--- src/rtl/serial_subtractor_pkg.sv ---
// Shared definitions for the bit-serial subtractor: FSM state encoding and
// the helper that sizes the bit counter.
package serial_subtractor_pkg;

    // Two-bit encoding; the fourth code is unreachable and recovers to IDLE.
    typedef enum logic [1:0] {
        IDLE = 2'd0,
        RUN  = 2'd1,
        DONE = 2'd2
    } state_e;

    // The counter has to hold 0..WIDTH, so WIDTH+1 distinct values.
    function automatic int cnt_width(input int width);
        return $clog2(width + 1);
    endfunction

endpackage

--- src/rtl/serial_subtractor_full_subtractor.sv ---
// One-bit full subtractor. This is the only arithmetic in the serial
// subtractor: a single instance is reused for every bit position, one bit
// per clock.
module full_subtractor (
    input  logic a,
    input  logic b,
    input  logic bin,
    output logic d,
    output logic bout
);

    // Difference bit and outgoing borrow for a - b - bin.
    always_comb begin
        d    = a ^ b ^ bin;
        bout = (~a & b) | (~(a ^ b) & bin);
    end

endmodule

--- src/rtl/serial_subtractor.sv ---
// Bit-serial unsigned subtractor, diff = a - b mod 2^WIDTH, LSB first.
// Handshake: the operand pair is accepted in IDLE, WIDTH RUN cycles follow,
// and the result is held in DONE until out_ready.
// Optional feature: define SERIAL_SUBTRACTOR_OVF_EN to add the ovf output,
// which flags two's-complement overflow.
module serial_subtractor
    import serial_subtractor_pkg::*;
#(
    parameter int WIDTH = 8
) (
    input  logic             clk,
    input  logic             rst_n,
    input  logic             in_valid,
    output logic             in_ready,
    input  logic [WIDTH-1:0] a,
    input  logic [WIDTH-1:0] b,
    output logic             out_valid,
    input  logic             out_ready,
    output logic [WIDTH-1:0] diff,
    output logic             bout,
`ifdef SERIAL_SUBTRACTOR_OVF_EN
    output logic             ovf,
`endif
    output logic             busy
);

    localparam int CW = cnt_width(WIDTH);

    // Stop elaboration if WIDTH is outside the range the design supports.
    if (WIDTH < 2 || WIDTH > 32) begin : g_width_chk
        $error("serial_subtractor: WIDTH must be in 2..32");
    end

    state_e           state_q, state_d;
    logic [WIDTH-1:0] a_q, a_d;
    logic [WIDTH-1:0] b_q, b_d;
    logic [WIDTH-1:0] res_q, res_d;
    logic             bin_q, bin_d;
    logic [CW-1:0]    cnt_q, cnt_d;

    logic             fs_d;
    logic             fs_bout;
    logic             last_bit;

    // The operand shift registers present the current bit at position 0.
    full_subtractor u_fs (
        .a    (a_q[0]),
        .b    (b_q[0]),
        .bin  (bin_q),
        .d    (fs_d),
        .bout (fs_bout)
    );

    // cnt_q counts the bits already processed, so bit WIDTH-1 is the last.
    assign last_bit = (cnt_q == CW'(WIDTH - 1));

    // State and datapath registers. Reset abandons any operation in flight.
    always_ff @(posedge clk or negedge rst_n) begin
        if (!rst_n) begin
            state_q <= IDLE;
            a_q     <= '0;
            b_q     <= '0;
            res_q   <= '0;
            bin_q   <= 1'b0;
            cnt_q   <= '0;
        end else begin
            state_q <= state_d;
            a_q     <= a_d;
            b_q     <= b_d;
            res_q   <= res_d;
            bin_q   <= bin_d;
            cnt_q   <= cnt_d;
        end
    end

    // Next-state logic: accept in IDLE, shift one bit per RUN cycle, hold in DONE.
    always_comb begin
        state_d = state_q;
        a_d     = a_q;
        b_d     = b_q;
        res_d   = res_q;
        bin_d   = bin_q;
        cnt_d   = cnt_q;
        case (state_q)
            IDLE: begin
                if (in_valid) begin
                    a_d     = a;
                    b_d     = b;
                    res_d   = '0;
                    bin_d   = 1'b0;
                    cnt_d   = '0;
                    state_d = RUN;
                end
            end
            RUN: begin
                // The result fills from the MSB end. After WIDTH shifts, the
                // first bit computed has reached bit 0.
                a_d   = a_q >> 1;
                b_d   = b_q >> 1;
                res_d = {fs_d, res_q[WIDTH-1:1]};
                bin_d = fs_bout;
                cnt_d = cnt_q + CW'(1);
                if (last_bit) begin
                    state_d = DONE;
                end
            end
            DONE: begin
                // The datapath is frozen here, so diff and bout stay stable
                // while the consumer stalls.
                if (out_ready) begin
                    state_d = IDLE;
                end
            end
            default: begin
                state_d = IDLE;
            end
        endcase
    end

    // Handshake and result outputs come straight from the registers.
    always_comb begin
        in_ready  = (state_q == IDLE);
        out_valid = (state_q == DONE);
        busy      = (state_q == RUN) || (state_q == DONE);
        diff      = res_q;
        bout      = bin_q;
    end

`ifdef SERIAL_SUBTRACTOR_OVF_EN
    logic a_sgn_q, b_sgn_q;

    // The sign bits are shifted out of the operand registers during RUN, so a
    // separate copy is kept for the overflow check.
    always_ff @(posedge clk or negedge rst_n) begin
        if (!rst_n) begin
            a_sgn_q <= 1'b0;
            b_sgn_q <= 1'b0;
        end else if (in_valid && state_q == IDLE) begin
            a_sgn_q <= a[WIDTH-1];
            b_sgn_q <= b[WIDTH-1];
        end
    end

    // Overflow happens when the operand signs differ and the result sign
    // differs from the minuend sign. It is only reported together with out_valid.
    always_comb begin
        ovf = out_valid && (a_sgn_q != b_sgn_q) && (res_q[WIDTH-1] != a_sgn_q);
    end
`endif

endmodule

--- config.mk ---
export PLATFORM = sky130hd
export DESIGN_NAME = serial_subtractor
export DESIGN_NICKNAME = d
export VERILOG_FILES = /design/src/rtl/serial_subtractor_pkg.sv /design/src/rtl/serial_subtractor_full_subtractor.sv /design/src/rtl/serial_subtractor.sv
export SDC_FILE = /design/constraint.sdc
export NUM_CORES = 1
export LEC_CHECK = 0
export ABC_CLOCK_PERIOD_IN_PS = 3590
export CAP_MARGIN = 15
export CORE_MARGIN = 1
export CORE_UTILIZATION = 53
export CTS_CLUSTER_SIZE = 28
export DETAILED_ROUTE_END_ITERATION = 6
export PLACE_DENSITY = 0.83
export SYNTH_ARGS = -nofsm -noshare
export SYNTH_HDL_FRONTEND = slang
export SYNTH_HIERARCHICAL = 1
export SYNTH_SLANG_ARGS = --single-unit
--- constraint.sdc ---
create_clock -name clk -period 3.59 [get_ports clk]
set_input_delay 0.8975 -clock clk [delete_from_list [all_inputs] [get_ports clk]]
set_output_delay 0.8975 -clock clk [all_outputs]
set_load 0.05 [all_outputs]
# Word level (Yosys, flattened, before mapping)

Cells that the tools add are included.

Output and inout bits: 12
Bits in registers: 31

Eq/ne operators: 6
Add/sub/neg operators: 1
Reductions and logical operators: 5
Bitwise logic cells: 7
Multiplexer cells: 14

Operator list:

| operator                                             | count |
|---|---|
| one-hot mux 8 bit (2 select lines)                   | 3 |
| 2-to-1 mux 8 bit                                     | 3 |
| one-hot mux 4 bit (2 select lines)                   | 1 |
| 2-to-1 mux 2 bit                                     | 3 |
| one-hot mux 2 bit (3 select lines)                   | 1 |
| adder 4 x 1 -> 4 bit (second input constant)         | 1 |
| equality test 4 x 3 -> 1 bit (second input constant) | 1 |
| 2-to-1 mux 4 bit                                     | 1 |
| != test 2 bit (second input constant)                | 2 |
| AND reduction 3 bit                                  | 1 |
| bitwise AND 1 bit                                    | 2 |
| equality test 2 x 1 -> 1 bit (second input constant) | 1 |
| equality test 2 bit (second input constant)          | 1 |
| logical NOT 2 bit                                    | 1 |
| != test 2 x 1 -> 1 bit (second input constant)       | 1 |
| NOT 1 bit                                            | 2 |
| one-hot mux 1 bit (2 select lines)                   | 1 |
| AND reduction 2 bit                                  | 1 |
| nonzero test 2 bit                                   | 1 |
| XOR 1 bit                                            | 2 |
| logical OR 1 bit                                     | 1 |
| 2-to-1 mux 1 bit                                     | 1 |
| OR 1 bit                                             | 1 |

# Longest topological paths before layout

Word-level depth: 5
Mapped depth: 7

# Hierarchy

The synthesis kept the hierarchy.

By module, submodules not included:

| module            | area an instance (µm²) | seq. area each (µm²) | instances | cells each |
|---|---|---|---|---|
| serial_subtractor | 1397.6                 | 775.7                | 1         | 122 |
| full_subtractor   | 31.3                   | 0.0                  | 1         | 4 |

# Least setup slack after synthesis

Ideal clock, no wire load.

Path kind: register to register
From: reg state_q[0]
To: reg cnt_q[3]
Clock period less this slack: 1.982 ns
Arrival time: 1.913 ns
Cell stages (with the launch flop): 7
Setup slack: 1.608 ns
Cell sequence: dfrtp_1 -> inv_1 -> ha_1 -> mux2i_1 -> buf_6 -> or4b_1 -> nand3_1

Cells in the longest elaborated chain, start to end: 3
Elaborated cells on any way between the ends: 6
Those cells by class: 2 x eq/ne; 1 x mux; 3 x reduce/logical

RTL lines:

| item                                                                        | RTL line                | text |
|---|---|---|
| start, declared                                                             | serial_subtractor.sv:34 | `state_e state_q, state_d;` |
| start signal, assigned                                                      | serial_subtractor.sv:67 | `state_q <= state_d;` |
| logical NOT 2 bit (*)                                                       | -                       |  |
| via in_ready                                                                | serial_subtractor.sv:14 | `output logic in_ready,` |
| != test 2 bit (no source line) / nonzero test 2 bit (equally long branches) | -                       |  |
| AND reduction 2 bit (no source line)                                        | -                       |  |
| end signal, assigned                                                        | serial_subtractor.sv:72 | `cnt_q <= cnt_d;` |
| end, declared                                                               | serial_subtractor.sv:39 | `logic [CW-1:0] cnt_q, cnt_d;` |

The timed path passes the listed nets; every way through them passes the cells marked *.
A chain may end at the register's enable or synchronous reset.

# Worst setup path after layout

From: reg state_q[1]
To: out in_ready

Cells in the longest elaborated chain, start to end: 1

RTL lines:

| item              | RTL line                 | text |
|---|---|---|
| logical NOT 2 bit | serial_subtractor.sv:122 | `in_ready = (state_q == IDLE);` |
| end, declared     | serial_subtractor.sv:14  |  |

Every way passes these cells.

==> results_dict.tcl <==
set metrics [dict create \
    critPathCaptureType "primary output" \
    synth_top_family_by_area "compound AO/OA/AOI/OAI gates" \
    period_share 0.808 \
    syn2layout_area_growth_pct 29.1 \
    grt_pass1_wl_mm 4.24 \
    num_vias 1032 \
    critical_path_class "reg -> out" \
    die_area_mm2 0.00291 \
    synth.most_common_cell "dfrtp_1" \
    design_area_mm2 0.00184 \
    synthTopCellsByArea "dfrtp_1 (54%), mux2i_1 (11%), a22o_1 (6.1%)" \
    ant_nets 0 \
    start_kind "flop" \
    worst_pin_slew_ps 822 \
    final-max-slew-violation-count 0 \
    vias_per_cell 5.40 \
    status "finished, final reports clean" \
    synth-edff-count 0 \
    clkSinkCount 31 \
    start_util 0.566 \
    reg2reg_slack_ps 1440 \
    grt_use_total 0.218 \
    numCtsBuffers 5 \
    syn_nets 152 \
    synth.largest_area_cell "dfrtp_1" \
    synth_top_area_share 0.543 \
    min_path_cells 2 \
    cap_violations 0 \
    synth_compound_area_frac 0.138 \
    synth-simple-area-share 0.0832 \
    ff2ff_path_depth 6 \
    grt_pass1_vias 993 \
    setup-violations-final 0 \
    peakVddDrop_mv 0.646 \
    tritoncts "done" \
    cts_hold_buf 0 \
    cts_setup_buffers 0 \
    dieWidth_um 53.9 \
    insertion_delay_ps 320 \
    path_cells "inv_1, ha_1, clkdlybuf4s50_1" \
    synth_warnings 6 \
    ys_seq_area_frac 0.543 \
    post_cts_resized 0 \
    max_freq_mhz 345 \
    syn-cell-area_mm2 0.00143 \
    cp.required_ps 2690 \
    rows 18 \
    grt_overflow_total 0 \
    dieHeight_um 53.9 \
    synthFlopType "dfrtp_1" \
    antenna_cells 0 \
    arrival_ps 2000 \
    io_pins 32 \
    dpl_cell_area_mm2 0.00178 \
    synthAdderAreaFrac 0.0578 \
    worstPathMaxFanout 5 \
    gp_congestion 0.682 \
    synthMuxAreaShare 0.129 \
    synth_xor_area_frac 0 \
    ys_ff_latch 31 \
    power.density_mw_per_mm2 932 \
    skew_ps 3.97 \
    clk_path_buf_depth 2 \
    fin_crit_ps 2900 \
    hpwl_mm 1.96 \
    dr.pass1.iters 4 \
    nNetsFinal 186 \
    grt_start_max_net_pins 37 \
    wl_per_cell_um 14.2 \
    dp_cells 183 \
    antenna_found_initial 0 \
    portBuffers 31 \
    postLayoutCoreUtil 0.731 \
    slew_headroom 0.441 \
    finalHoldViolations 0 \
    fin_cells 191 \
    drc 0 \
    fin_setup_tns_ps 0 \
    cpPeakStageDelay_ps 850 \
    clk_pin_slew_ps 90 \
    wl_mm 2.72 \
    drive_gt1_frac 0.0932 \
    avgSynthCellArea_um2 11.3 \
    cts_max_level 2 \
    core_region_area_mm2 0.00252 \
    ys_async_sr_fraction 1.00 \
    drt_iter0_drc 16 \
    worst_path_max_delay_cell "clkdlybuf4s50_1" \
    min_path_type "reg -> reg" \
    rsz0062_at_grt "no" \
    yosys.cell_types.count 21 \
    cts-root-buf "clkbuf_4" \
    leakagePower_uw 0.000840 \
    synth_common_cells "dfrtp_1 (31), nand2_1 (18), o21ai_0 (17)" \
    hold_slack_ps 488 \
    synth_cells 126 \
]
[cell families (layout without fill, tap and decap cells)]
logic type,Yosys count,in the layout
and+or+nand+nor,26,26
muxes,18,18
buffers and inverters,15,50
AOI/OAI and AO/OA,30,30
adders and majority gates,6,6
DFF,31,31
[path summary, 6_finish.rpt]
kind	endpoint	start
worst max-delay path	in_ready	state_q[1]
worst min-delay path	a_q[5]	a_q[5]
worst max register to register	bout	state_q[1]
worst min register to register	a_q[5]	a_q[5]
max in group asynchronous	diff[6]	rst_n
min in group asynchronous	b_q[4]	rst_n
[stage by stage]
| stage | setup slack [ps] | total power [uW] |
|---|---|---|
| final | 690 | 1720 |
| after global routing | 587 | 1830 |
| after CTS | 671 | 1730 |
| after detailed placement | 998 | 1500 |
| after global placement | 1060 | 1450 |
| after floorplan | 1610 | 1250 |
[flip-flops by register name, summed over array words and instances, names as in the netlist]
signal	count
diff	8
cnt_q	4
b_q	8
a_q	8
bout	1
state_q	2
[where the power goes]
group | switching (uW) | internal (uW) | leakage, uW | total [uW]
Clock | 116 | 115 | 0.0000386 | 231
Combinational | 532 | 357 | 0.000402 | 889
Sequential | 98.7 | 500 | 0.000400 | 599
Total | 747 | 972 | 0.000840 | 1720
[per-layer routing]
| metal | global-route usage | wire, um |
|---|---|---|
| met1 | 0.235 | 1160 |
| met2 | 0.397 | 1440 |
| met3 | 0.0847 | 102 |
| met4 | 0.0526 | 13 |
| met5 | 0 | 0 |
[critical path: cells and delay by family, from the launching register on]
kind	cells	cell delay, ps
fa+ha+maj	1	310
buf+inv	2	960
flops	1	410
[cell type report]
class	count	area, um2
inverter	7	26.3
tap	30	37.5
timing repair buffer	35	340
multi-input combinational	80	596
fill	198	678
sequential	31	776
clock buffer	8	68.8
[placed cells by master, fill, tap and decap left out]
| cell | synthesis | final |
|---|---|---|
| clkdlybuf4s50_1 | 0 | 31 |
| clkbuf_8 | 0 | 2 |
| o21ai_0 | 17 | 17 |
| a21boi_0 | 1 | 1 |
| ha_1 | 5 | 5 |
| dfrtp_1 | 31 | 31 |
| inv_1 | 7 | 7 |
| mux2_2 | 3 | 3 |
| o31ai_1 | 1 | 1 |
| nand2_1 | 18 | 18 |
| clkbuf_1 | 4 | 1 |
| nor2b_1 | 1 | 1 |
| or4b_1 | 1 | 1 |
| mux2i_1 | 15 | 14 |
| nand3b_1 | 1 | 1 |
| fa_1 | 1 | 1 |
| clkbuf_4 | 0 | 5 |
| nand3_1 | 3 | 3 |
| buf_4 | 1 | 4 |
| nand2b_1 | 2 | 2 |
| a222oi_1 | 1 | 1 |
| mux2i_4 | 0 | 1 |
| a22o_1 | 10 | 10 |
Power figures use the tool's default switching activity.
